File: src/rtl/compute_bus_initiator_if.sv
// Chip-select/read/write bus between the compute initiator and the four-register peripheral.
`timescale 1ns/1ps
interface compute_bus_initiator_if #(
   parameter int DATA_W = 32,
   parameter int ADDR_W = 2
);
   logic              oChipSelect_n;
   logic              oWrite_n;
   logic              oRead_n;
   logic [ADDR_W-1:0] oAddress;
   logic [DATA_W-1:0] oData;
   logic [DATA_W-1:0] iData;

   modport master (
      output oChipSelect_n, oWrite_n, oRead_n, oAddress, oData,
      input  iData
   );

   modport slave (
      input  oChipSelect_n, oWrite_n, oRead_n, oAddress, oData,
      output iData
   );
endinterface

File: src/rtl/compute_bus_initiator.sv
// Writes A/B/X to the compute peripheral, reads them back, reports rA*rX+rB and a readback mismatch flag.
// Latency 10 cycles start-to-done; no backpressure: the peripheral never stalls and iStart is sampled only between transactions.
`timescale 1ns/1ps
module compute_bus_initiator #(
   parameter int DATA_W = 32,
   parameter int ADDR_W = 2
) (
   input  logic                  iClk,
   input  logic                  iReset_n,
   compute_bus_initiator_if.master bus,
   input  logic                  iStart,
   input  logic [3:0]            iA,
   input  logic [3:0]            iB,
   input  logic [3:0]            iX,
   output logic                  oBusy,
   output logic                  oDone,
   output logic                  oMismatch,
   output logic [DATA_W-1:0]     oResult
);

   typedef enum logic [3:0] {
      IDLE, WR_A, WR_B, WR_X, RD_A, CAP_A, RD_B, CAP_B, RD_X, CAP_X, DONE
   } state_t;

   state_t            state;
   logic [3:0]        opA, opB, opX;
   logic [DATA_W-1:0] rA, rB, rX;
   logic [7:0]        sum;
   logic              mis;
   logic              startNow;

   function automatic logic [DATA_W-1:0] ext4(input logic [3:0] v);
      return {{(DATA_W-4){1'b0}}, v};
   endfunction

   always_comb begin
      sum = ({4'b0, rA[3:0]} * {4'b0, rX[3:0]}) + {4'b0, rB[3:0]};
      mis = (rA[3:0] != opA) || (rB[3:0] != opB) || (rX[3:0] != opX) ||
            (|rA[DATA_W-1:4]) || (|rB[DATA_W-1:4]) || (|rX[DATA_W-1:4]);
      // A held start chains straight out of DONE so the back-to-back period stays 10 cycles.
      startNow = iStart && ((state == IDLE) || (state == DONE));
   end

   always_ff @(posedge iClk or negedge iReset_n) begin
      if (!iReset_n) begin
         state             <= IDLE;
         opA               <= '0;
         opB               <= '0;
         opX               <= '0;
         rA                <= '0;
         rB                <= '0;
         rX                <= '0;
         bus.oChipSelect_n <= 1'b1;
         bus.oWrite_n      <= 1'b1;
         bus.oRead_n       <= 1'b1;
         bus.oAddress      <= '0;
         bus.oData         <= '0;
         oBusy             <= 1'b0;
         oDone             <= 1'b0;
         oMismatch         <= 1'b0;
         oResult           <= '0;
      end else begin
         bus.oChipSelect_n <= 1'b1;
         bus.oWrite_n      <= 1'b1;
         bus.oRead_n       <= 1'b1;
         bus.oAddress      <= '0;
         bus.oData         <= '0;
         oDone             <= 1'b0;
         case (state)
            IDLE: state <= IDLE;
            WR_A: begin
               state             <= WR_B;
               bus.oChipSelect_n <= 1'b0;
               bus.oWrite_n      <= 1'b0;
               bus.oAddress      <= ADDR_W'(1);
               bus.oData         <= ext4(opB);
            end
            WR_B: begin
               state             <= WR_X;
               bus.oChipSelect_n <= 1'b0;
               bus.oWrite_n      <= 1'b0;
               bus.oAddress      <= ADDR_W'(2);
               bus.oData         <= ext4(opX);
            end
            WR_X: begin
               state             <= RD_A;
               bus.oChipSelect_n <= 1'b0;
               bus.oRead_n       <= 1'b0;
               bus.oAddress      <= ADDR_W'(0);
            end
            RD_A: state <= CAP_A;
            CAP_A: begin
               rA                <= bus.iData;
               state             <= RD_B;
               bus.oChipSelect_n <= 1'b0;
               bus.oRead_n       <= 1'b0;
               bus.oAddress      <= ADDR_W'(1);
            end
            RD_B: state <= CAP_B;
            CAP_B: begin
               rB                <= bus.iData;
               state             <= RD_X;
               bus.oChipSelect_n <= 1'b0;
               bus.oRead_n       <= 1'b0;
               bus.oAddress      <= ADDR_W'(2);
            end
            RD_X: state <= CAP_X;
            CAP_X: begin
               rX    <= bus.iData;
               state <= DONE;
            end
            DONE: begin
               oResult   <= {{(DATA_W-8){1'b0}}, sum};
               oMismatch <= mis;
               oDone     <= 1'b1;
               oBusy     <= 1'b0;
               state     <= IDLE;
            end
            default: state <= IDLE;
         endcase
         if (startNow) begin
            opA               <= iA;
            opB               <= iB;
            opX               <= iX;
            state             <= WR_A;
            oBusy             <= 1'b1;
            bus.oChipSelect_n <= 1'b0;
            bus.oWrite_n      <= 1'b0;
            bus.oAddress      <= ADDR_W'(0);
            bus.oData         <= ext4(iA);
         end
      end
   end

endmodule

File: src/flat_wrapper.sv
// flat-port wrapper written by rule: the top's interface ports become plain ports
module compute_bus_initiator_flat 
#(
   parameter int DATA_W = 32,
   parameter int ADDR_W = 2
)
  (iClk, iReset_n, iStart, iA, iB, iX, oBusy, oDone, oMismatch, oResult, bus_oChipSelect_n, bus_oWrite_n, bus_oRead_n, bus_oAddress, bus_oData, bus_iData);
  compute_bus_initiator_if #(.DATA_W(DATA_W), .ADDR_W(ADDR_W)) bus_i ();
  input  logic iClk;
  input  logic iReset_n;
  input  logic iStart;
  input  logic [3:0] iA;
  input  logic [3:0] iB;
  input  logic [3:0] iX;
  output logic oBusy;
  output logic oDone;
  output logic oMismatch;
  output logic [DATA_W-1:0] oResult;
  output wire logic [$bits(bus_i.oChipSelect_n)-1:0] bus_oChipSelect_n;
  output wire logic [$bits(bus_i.oWrite_n)-1:0] bus_oWrite_n;
  output wire logic [$bits(bus_i.oRead_n)-1:0] bus_oRead_n;
  output wire logic [$bits(bus_i.oAddress)-1:0] bus_oAddress;
  output wire logic [$bits(bus_i.oData)-1:0] bus_oData;
  input wire logic [$bits(bus_i.iData)-1:0] bus_iData;
  assign bus_oChipSelect_n = bus_i.oChipSelect_n;
  assign bus_oWrite_n = bus_i.oWrite_n;
  assign bus_oRead_n = bus_i.oRead_n;
  assign bus_oAddress = bus_i.oAddress;
  assign bus_oData = bus_i.oData;
  assign bus_i.iData = bus_iData;
  compute_bus_initiator #(.DATA_W(DATA_W), .ADDR_W(ADDR_W)) u_core (.iClk(iClk), .iReset_n(iReset_n), .bus(bus_i), .iStart(iStart), .iA(iA), .iB(iB), .iX(iX), .oBusy(oBusy), .oDone(oDone), .oMismatch(oMismatch), .oResult(oResult));
endmodule
File: config.mk
export PLATFORM = sky130hd
export DESIGN_NAME = compute_bus_initiator_flat
export DESIGN_NICKNAME = d
export VERILOG_FILES = /design/src/rtl/compute_bus_initiator_if.sv /design/src/rtl/compute_bus_initiator.sv /design/src/flat_wrapper.sv
export SDC_FILE = /design/constraint.sdc
export NUM_CORES = 1
export LEC_CHECK = 0
export CELL_PAD_IN_SITES_DETAIL_PLACEMENT = 0
export CELL_PAD_IN_SITES_GLOBAL_PLACEMENT = 2
export CORE_UTILIZATION = 44
export CTS_BUF_LIST = sky130_fd_sc_hd__clkbuf_8
export DETAILED_ROUTE_END_ITERATION = 12
export DONT_BUFFER_PORTS = 1
export PLACE_DENSITY = 0.87
export SETUP_SLACK_MARGIN = 0.4
export SYNTH_ARGS = -nofsm -noshare
export SYNTH_HDL_FRONTEND = slang
export SYNTH_SLANG_ARGS = --single-unit
File: constraint.sdc
create_clock -name iClk -period 4 [get_ports iClk]
set_input_delay 0.8 -clock iClk [delete_from_list [all_inputs] [get_ports iClk]]
set_output_delay 0.8 -clock iClk [all_outputs]
set_load 0.05 [all_outputs]
==> results of run 1 <==
==> per-layer routing <==
metal,track usage [%],routed length (um),vias up,share of wire (%)
met5,0,0,-,0
met4,6.33,114,0,0.97
met3,7.26,837,7,7.1
met2,27.0,5610,86,48
met1,22.0,5140,1768,44
li1,-,-,1674,-
==> flip-flops by register name (all words and copies together) (netlist names), 2 cells and up <==
signal / flops
u_core.bus.oAddress: 2
u_core.bus.oData: 4
u_core.oResult: 8
u_core.opA: 4
u_core.opB: 4
u_core.opX: 4
u_core.rA: 32
u_core.rB: 32
u_core.rX: 32
u_core.state: 4
==> where the power goes <==
group,total [W],internal (W),switching [W]
registers,0.00270,0.00198,0.000727
clock network,0.00108,0.000564,0.000521
logic,0.00181,0.000950,0.000864
==> cell families (layout without fill, tap and decap cells) <==
family	after synthesis	in the layout	share of synthesized area (%)
other	1	52	0.0596
AOI/OAI and AO/OA	25	25	2.61
adders and majority gates	23	23	5.41
muxes	97	97	17.3
DFF	132	132	52.6
xor gates and xnor gates	19	19	2.65
buffers and inverters	91	58	9.09
and+or+nand+nor	125	125	10.2
==> per-stage QoR <==
| step | total power [W] | setup WS [ns] |
|---|---|---|
| 6_report | 0.00560 | 0.624 |
| 4_1_cts | 0.00567 | 0.608 |
| 5_1_grt | 0.00604 | 0.446 |
| 3_3_place_gp | 0.00448 | 0.710 |
| 3_5_place_dp | 0.00455 | 0.606 |
| 2_1_floorplan | 0.00420 | 0.847 |
==> worst max path at each step <==
stage	startpoint	endpoint	slack, ns	cells past startpoint
CTS	u_core.rA[0]	u_core.oResult[6]	0.61	11
finish	u_core.rA[0]	u_core.oResult[6]	0.62	11
global placement	u_core.rX[3]	u_core.oResult[6]	0.71	11
floorplan	u_core.rX[3]	u_core.oResult[6]	0.85	11
detailed placement	u_core.rA[0]	u_core.oResult[6]	0.61	11
global route	u_core.rA[0]	u_core.oResult[6]	0.45	11
==> repair_timing <==
action                                  in CTS  in global routing
endpoints found under the hold margin        0                  2
hold buffers                                 0                  1
endpoints found under the setup margin       0                  0
==> cells in the mapped netlist (all sizes together) <==
cell	number
a222oi	4
or2	1
mux2i	1
o41ai	1
and2	13
o21ai	6
a31oi	1
conb	1
a21oi	7
xor2	15
mux2	96
nand3	1
nor3b	1
fa	7
and3	2
xnor2	4
or4	1
a21o	1
clkbuf	2
buf	67
o22ai	1
ha	16
nor4	26
inv	22
nand4	6
nor2	7
nand2b	3
dfrtp	129
dfstp	3
o21bai	2
nand2	58
o211ai	2
nor3	6
==> cell type report <==
class                   instances  area (sq um)
clock buffers                  18           248
well taps                     180           225
flip-flops and latches        132          3310
multi-input cells             341          2610
inverters                      22          82.6
clock inverters                13           136
fillers                      1289          7290
repair buffers                  5          40.0
==> critical path, delay by kind of cell (launching register included) <==
kind                     cells  cell delay [ns]
XOR/XNOR                     1             0.15
flip-flops                   1             0.44
buffers and inverters        1             0.04
adder cells (fa/ha/maj)      4             1.93
AO/OA/AOI/OAI                4             0.57
AND/OR/NAND/NOR              1             0.11
==> run metrics, run 1 <==
most frequent cells in the layout=dfrtp_1, mux2_2, nand2_1, conb_1, nor4_1; Initial Util=~45%; n_diodes=0; first-pass GRT wire length=~19 mm; Area after DPL=approximately 6300 sq um; fin cells=just over 700; initial antenna violation count=0; area delta synth->final=5.73%; Critical Path AT=roughly 3.7 ns; share of cells above drive strength 1=roughly 26%; Detailed Routing Iterations Pass 1=4; die width=122 um; relative slew slack=56.8%; NumNets Final=slightly below 600; post-CTS setup buffers=0; Total Wirelength=11.7 mm; Detailed Route Iter0 Violations=145; Ys Warns=0; sequential share of the synthesized area=a little over half; CTS buffer count=17; most common cell after layout, fill and taps aside=dfrtp_1; startpoint types=flip-flop; I/O pin total=119; wire per inst=16.5 um; drc violations=0; Critical Path RT=roughly 4.3 ns; die height=122 um; Max Fanout on Critical Path=6; Synth top area share=51.3%; minimum clock period=around 3.4 ns; DP HPWL=between 8 and 9 mm; worst reg2reg path depth=11; die area=around 15,000 sq um; Least-Margin Pin Slew=0.648 ns; H-tree depth=4; crit-path most repeated cell=fa_1; final core area utilization=between 40% and 50%; pwr/cell area=between 800 and 900 nW/um^2; crit path max-delay cell type=fa_1; GPL Wtd Cong=about 0.83; Final setup viols=0; status=complete, no violations; Slew Limit Fails=0; placed cells=slightly below 700; Post-DRT Antenna Nets=0; library cells used by synthesis=40; Synth Cell Area=around 6300 sq um; Overflow after GRT=0; RSZ-0062 raised after global routing=no; Yosys top cell by area=dfrtp_1; Hold Vio Cnt, Final=0; total vias in the final route=around 3,500; final clock skew=about 0.0083 ns; post-route setup TNS=0 ns; Setup CP Type=reg -> reg; critical-path cell list=nand2_1 -> fa_1 -> fa_1 -> fa_1 -> inv_1 -> ha_1 -> a21oi_1 -> o21bai_1 -> a21oi_1 -> xor2_1 -> o21ai_0; Core Area=13,900 sq um; Peak VDD IR=413 uV; clk sinks=132; clk slew on worst S/H paths=roughly 0.07 ns; FF+latch count, synth=132; MaxCap Viol Count=0; reg2reg start=u_core.rA[0]; r2r endpoint=u_core.oResult[6]; drt via density=4.97; largest net degree at the start of global routing=between 100 and 150; vias in the first global route=3,643; top post-synthesis cells by area=dfrtp_1, mux2_2, buf_4; CTS tree=built; FMAX=0.296 GHz; Hold Slack=between 0.05 and 0.06 ns; slowest stage delay, CP=between 0.5 and 0.6 ns; Rows=between 40 and 50; Resized Gates After CTS=0; clk_lat worst skew=0.44 ns; Gate Count Post-Synth=513; Total Routing Usage GR=17.5%; PortBufs=0; Mean Syn Cell Area=between 10 and 15 sq um; critical path endpoint category=flip-flop; Root Buffer=clkbuf_8; Tcrit/Tclk final=~84%; min-delay worst type=in -> async; leak pwr=between 3 and 4 nW; R2R setup slack=around 0.62 ns; clk buf depth=2; Final Cell Area=between 6000 and 7000 sq um
Power figures use the tool's default switching activity.
==> inputs of run 2 (changes only) <==
==> constraint.sdc (replaced) <==
create_clock -name iClk -period 3.3 [get_ports iClk]
set_input_delay 0.66 -clock iClk [delete_from_list [all_inputs] [get_ports iClk]]
set_output_delay 0.66 -clock iClk [all_outputs]
set_load 0.05 [all_outputs]
==> run 2 against run 1 <==
Effect of this change: die area stayed put; routed wire length up 1.2%; the flow now finishes with violations (hold timing); hold slack lost 0.13 ns; design area increased by 2.1%.
==> run metrics, run 2 (synthesis gave the netlist of run 1 again) <==
die width=122 um (unchanged); clk sinks=132 (unchanged); critical path endpoint category=flip-flop; NumNets Final=601 (+2.0%); crit path max-delay cell type=fa_1; post-route setup TNS=0 ns (unchanged); PortBufs=0 (unchanged); DP HPWL=8.11 mm (about the same); CTS buffer count=17 (unchanged); Peak VDD IR=486 uV (+18%); Detailed Routing Iterations Pass 1=5 (+1); final clock skew=0.0139 ns (+0.00566 ns); placed cells=680 (+0.15%); status=finished, violations left; Post-DRT Antenna Nets=0 (unchanged); area delta synth->final=8.00%; clk buf depth=2 (unchanged); Place WS=0.217 ns (-0.389 ns); wire per inst=16.4 um (-0.57%); drc violations=0 (unchanged); Rows=43 (unchanged); startpoint types=flip-flop; initial antenna violation count=0 (unchanged); clk slew on worst S/H paths=0.07 ns (about the same); Total Routing Usage GR=18.0% (+0.48 points); Total Wirelength=11.9 mm (+1.2%); Hold Slack=-0.0743 ns (-0.126 ns); vias in the first global route=3,943 (+8.2%); min-delay worst type=in -> async; worst reg2reg path depth=11 (unchanged); Setup CP Type=reg -> reg; most frequent cells in the layout=dfrtp_1, mux2_2, nand2_1, conb_1, nor4_1; RSZ-0062 raised after global routing=yes; Critical Path RT=3.61 ns (-0.69 ns); Detailed Route Iter0 Violations=198 (+37%); relative slew slack=65.0% (+8.2 points); Max Fanout on Critical Path=4 (-2); Critical Path AT=3.28 ns (-0.39 ns); Tcrit/Tclk final=90.0% (+5.6 points); GPL Wtd Cong=0.869 (+4.4%); Final setup viols=0 (unchanged); Overflow after GRT=0 (unchanged); share of cells above drive strength 1=29.2% (+3.4 points); drt via density=5.00 (+0.48%); die height=122 um (unchanged); die area=14,800 sq um (unchanged); failing checks=hold timing; total vias in the final route=3,617 (+2.3%); Hold Vio Cnt, Final=129 (+129); pwr/cell area=1050 nW/um^2 (+25%); crit-path most repeated cell=fa_1; most common cell after layout, fill and taps aside=dfrtp_1; final core area utilization=48.7% (+1.0 points); fin cells=724 (+1.8%); largest net degree at the start of global routing=133 (unchanged); H-tree depth=4 (unchanged); minimum clock period=2.97 ns (-0.405 ns); FMAX=0.337 GHz (+14%); critical-path cell list=nand2_2 -> fa_1 -> fa_1 -> fa_1 -> inv_2 -> ha_4 -> a21oi_4 -> o21bai_1 -> a21oi_1 -> xor2_1 -> o21ai_1; leak pwr=3.19 nW (+2.4%); n_diodes=0 (unchanged); Slew Limit Fails=0 (unchanged); I/O pin total=119 (unchanged); Core Area=13,900 sq um (unchanged); CTS tree=built; MaxCap Viol Count=0 (unchanged); clk_lat worst skew=0.43 ns (about the same); first-pass GRT wire length=20.0 mm (+4.5%); Setup WS post-layout=0.329 ns (-0.295 ns); Initial Util=45.1% (unchanged); Regs by FF count=u_core.rA (32), u_core.rB (32), u_core.rX (32); Root Buffer=clkbuf_8; slowest stage delay, CP=0.55 ns (about the same); Least-Margin Pin Slew=0.521 ns (-0.127 ns)
-- run 2: critical path: cells and delay by family (launching register included) --
family,cells,cell delay (ns)
and+or+nand+nor,1,0.07
buffers and inverters,1,0.04
xor gates and xnor gates,1,0.17
adders and majority gates,4,1.71
AOI/OAI and AO/OA,4,0.47
DFF,1,0.39
-- run 2: metrics by stage --
step           instance area [sq um]  power [W]
3_3_place_gp                    6280    0.00551
4_1_cts                         6770    0.00714
2_1_floorplan                   6500    0.00516
5_1_grt                         6790    0.00772
6_report                        6790    0.00715
3_5_place_dp                    6280    0.00560
-- run 2: per-layer routing --
| metal | up-vias | GRT usage [%] | part of all wire, % |
|---|---|---|---|
| li1 | 1692 | - | - |
| met1 | 1815 | 21.6 | 43 |
| met2 | 92 | 29.9 | 50 |
| met3 | 18 | 6.04 | 6.4 |
| met4 | 0 | 6.94 | 1.5 |
| met5 | - | 0 | 0 |
-- run 2: cell type report --
| type | count | area (sq um) |
|---|---|---|
| clock inverter | 13 | 133 |
| inverter | 22 | 82.6 |
| multi-input combinational | 341 | 2650 |
| timing repair buffer | 17 | 128 |
| sequential | 132 | 3310 |
| fill | 1247 | 7140 |
| clock buffer | 19 | 262 |
| tap | 180 | 225 |
-- run 2: final timing paths --
path | from | end | slack [ns]
max in group asynchronous | iReset_n | u_core.rA[0] | 3.11
min | iReset_n | u_core.state[2] | -0.07
max reg2reg | u_core.rA[0] | u_core.oResult[6] | 0.33
min reg2reg | u_core.rA[29] | u_core.rA[29] | 0.50
min in group iClk | iB[1] | u_core.opB[1] | 0.33
max | u_core.rA[0] | u_core.oResult[6] | 0.33
-- run 2: power breakdown --
group	internal (W)	switching, W
clock network	0.000710	0.000631
logic	0.00137	0.00118
registers	0.00240	0.000861
total	0.00448	0.00268
-- run 2: what timing repair did --
| action | CTS | global route |
|---|---|---|
| gates resized for setup | 6 | 4 |
| endpoints found under the hold margin | 129 | 129 |
| endpoints found under the setup margin | 3 | 4 |
| pin swaps | 7 | 6 |
| setup buffers | 10 | 2 |
==> inputs of run 3 (changes only) <==
--- a/config.mk
+++ b/config.mk
@@ -13,6 +13,7 @@
 export DONT_BUFFER_PORTS = 1
 export PLACE_DENSITY = 0.87
 export SETUP_SLACK_MARGIN = 0.4
+export SLEW_MARGIN = 25
 export SYNTH_ARGS = -nofsm -noshare
 export SYNTH_HDL_FRONTEND = slang
 export SYNTH_SLANG_ARGS = --single-unit
==> results of run 3 <==
The final DEF is identical to that of run 2; final timing and power are the same.
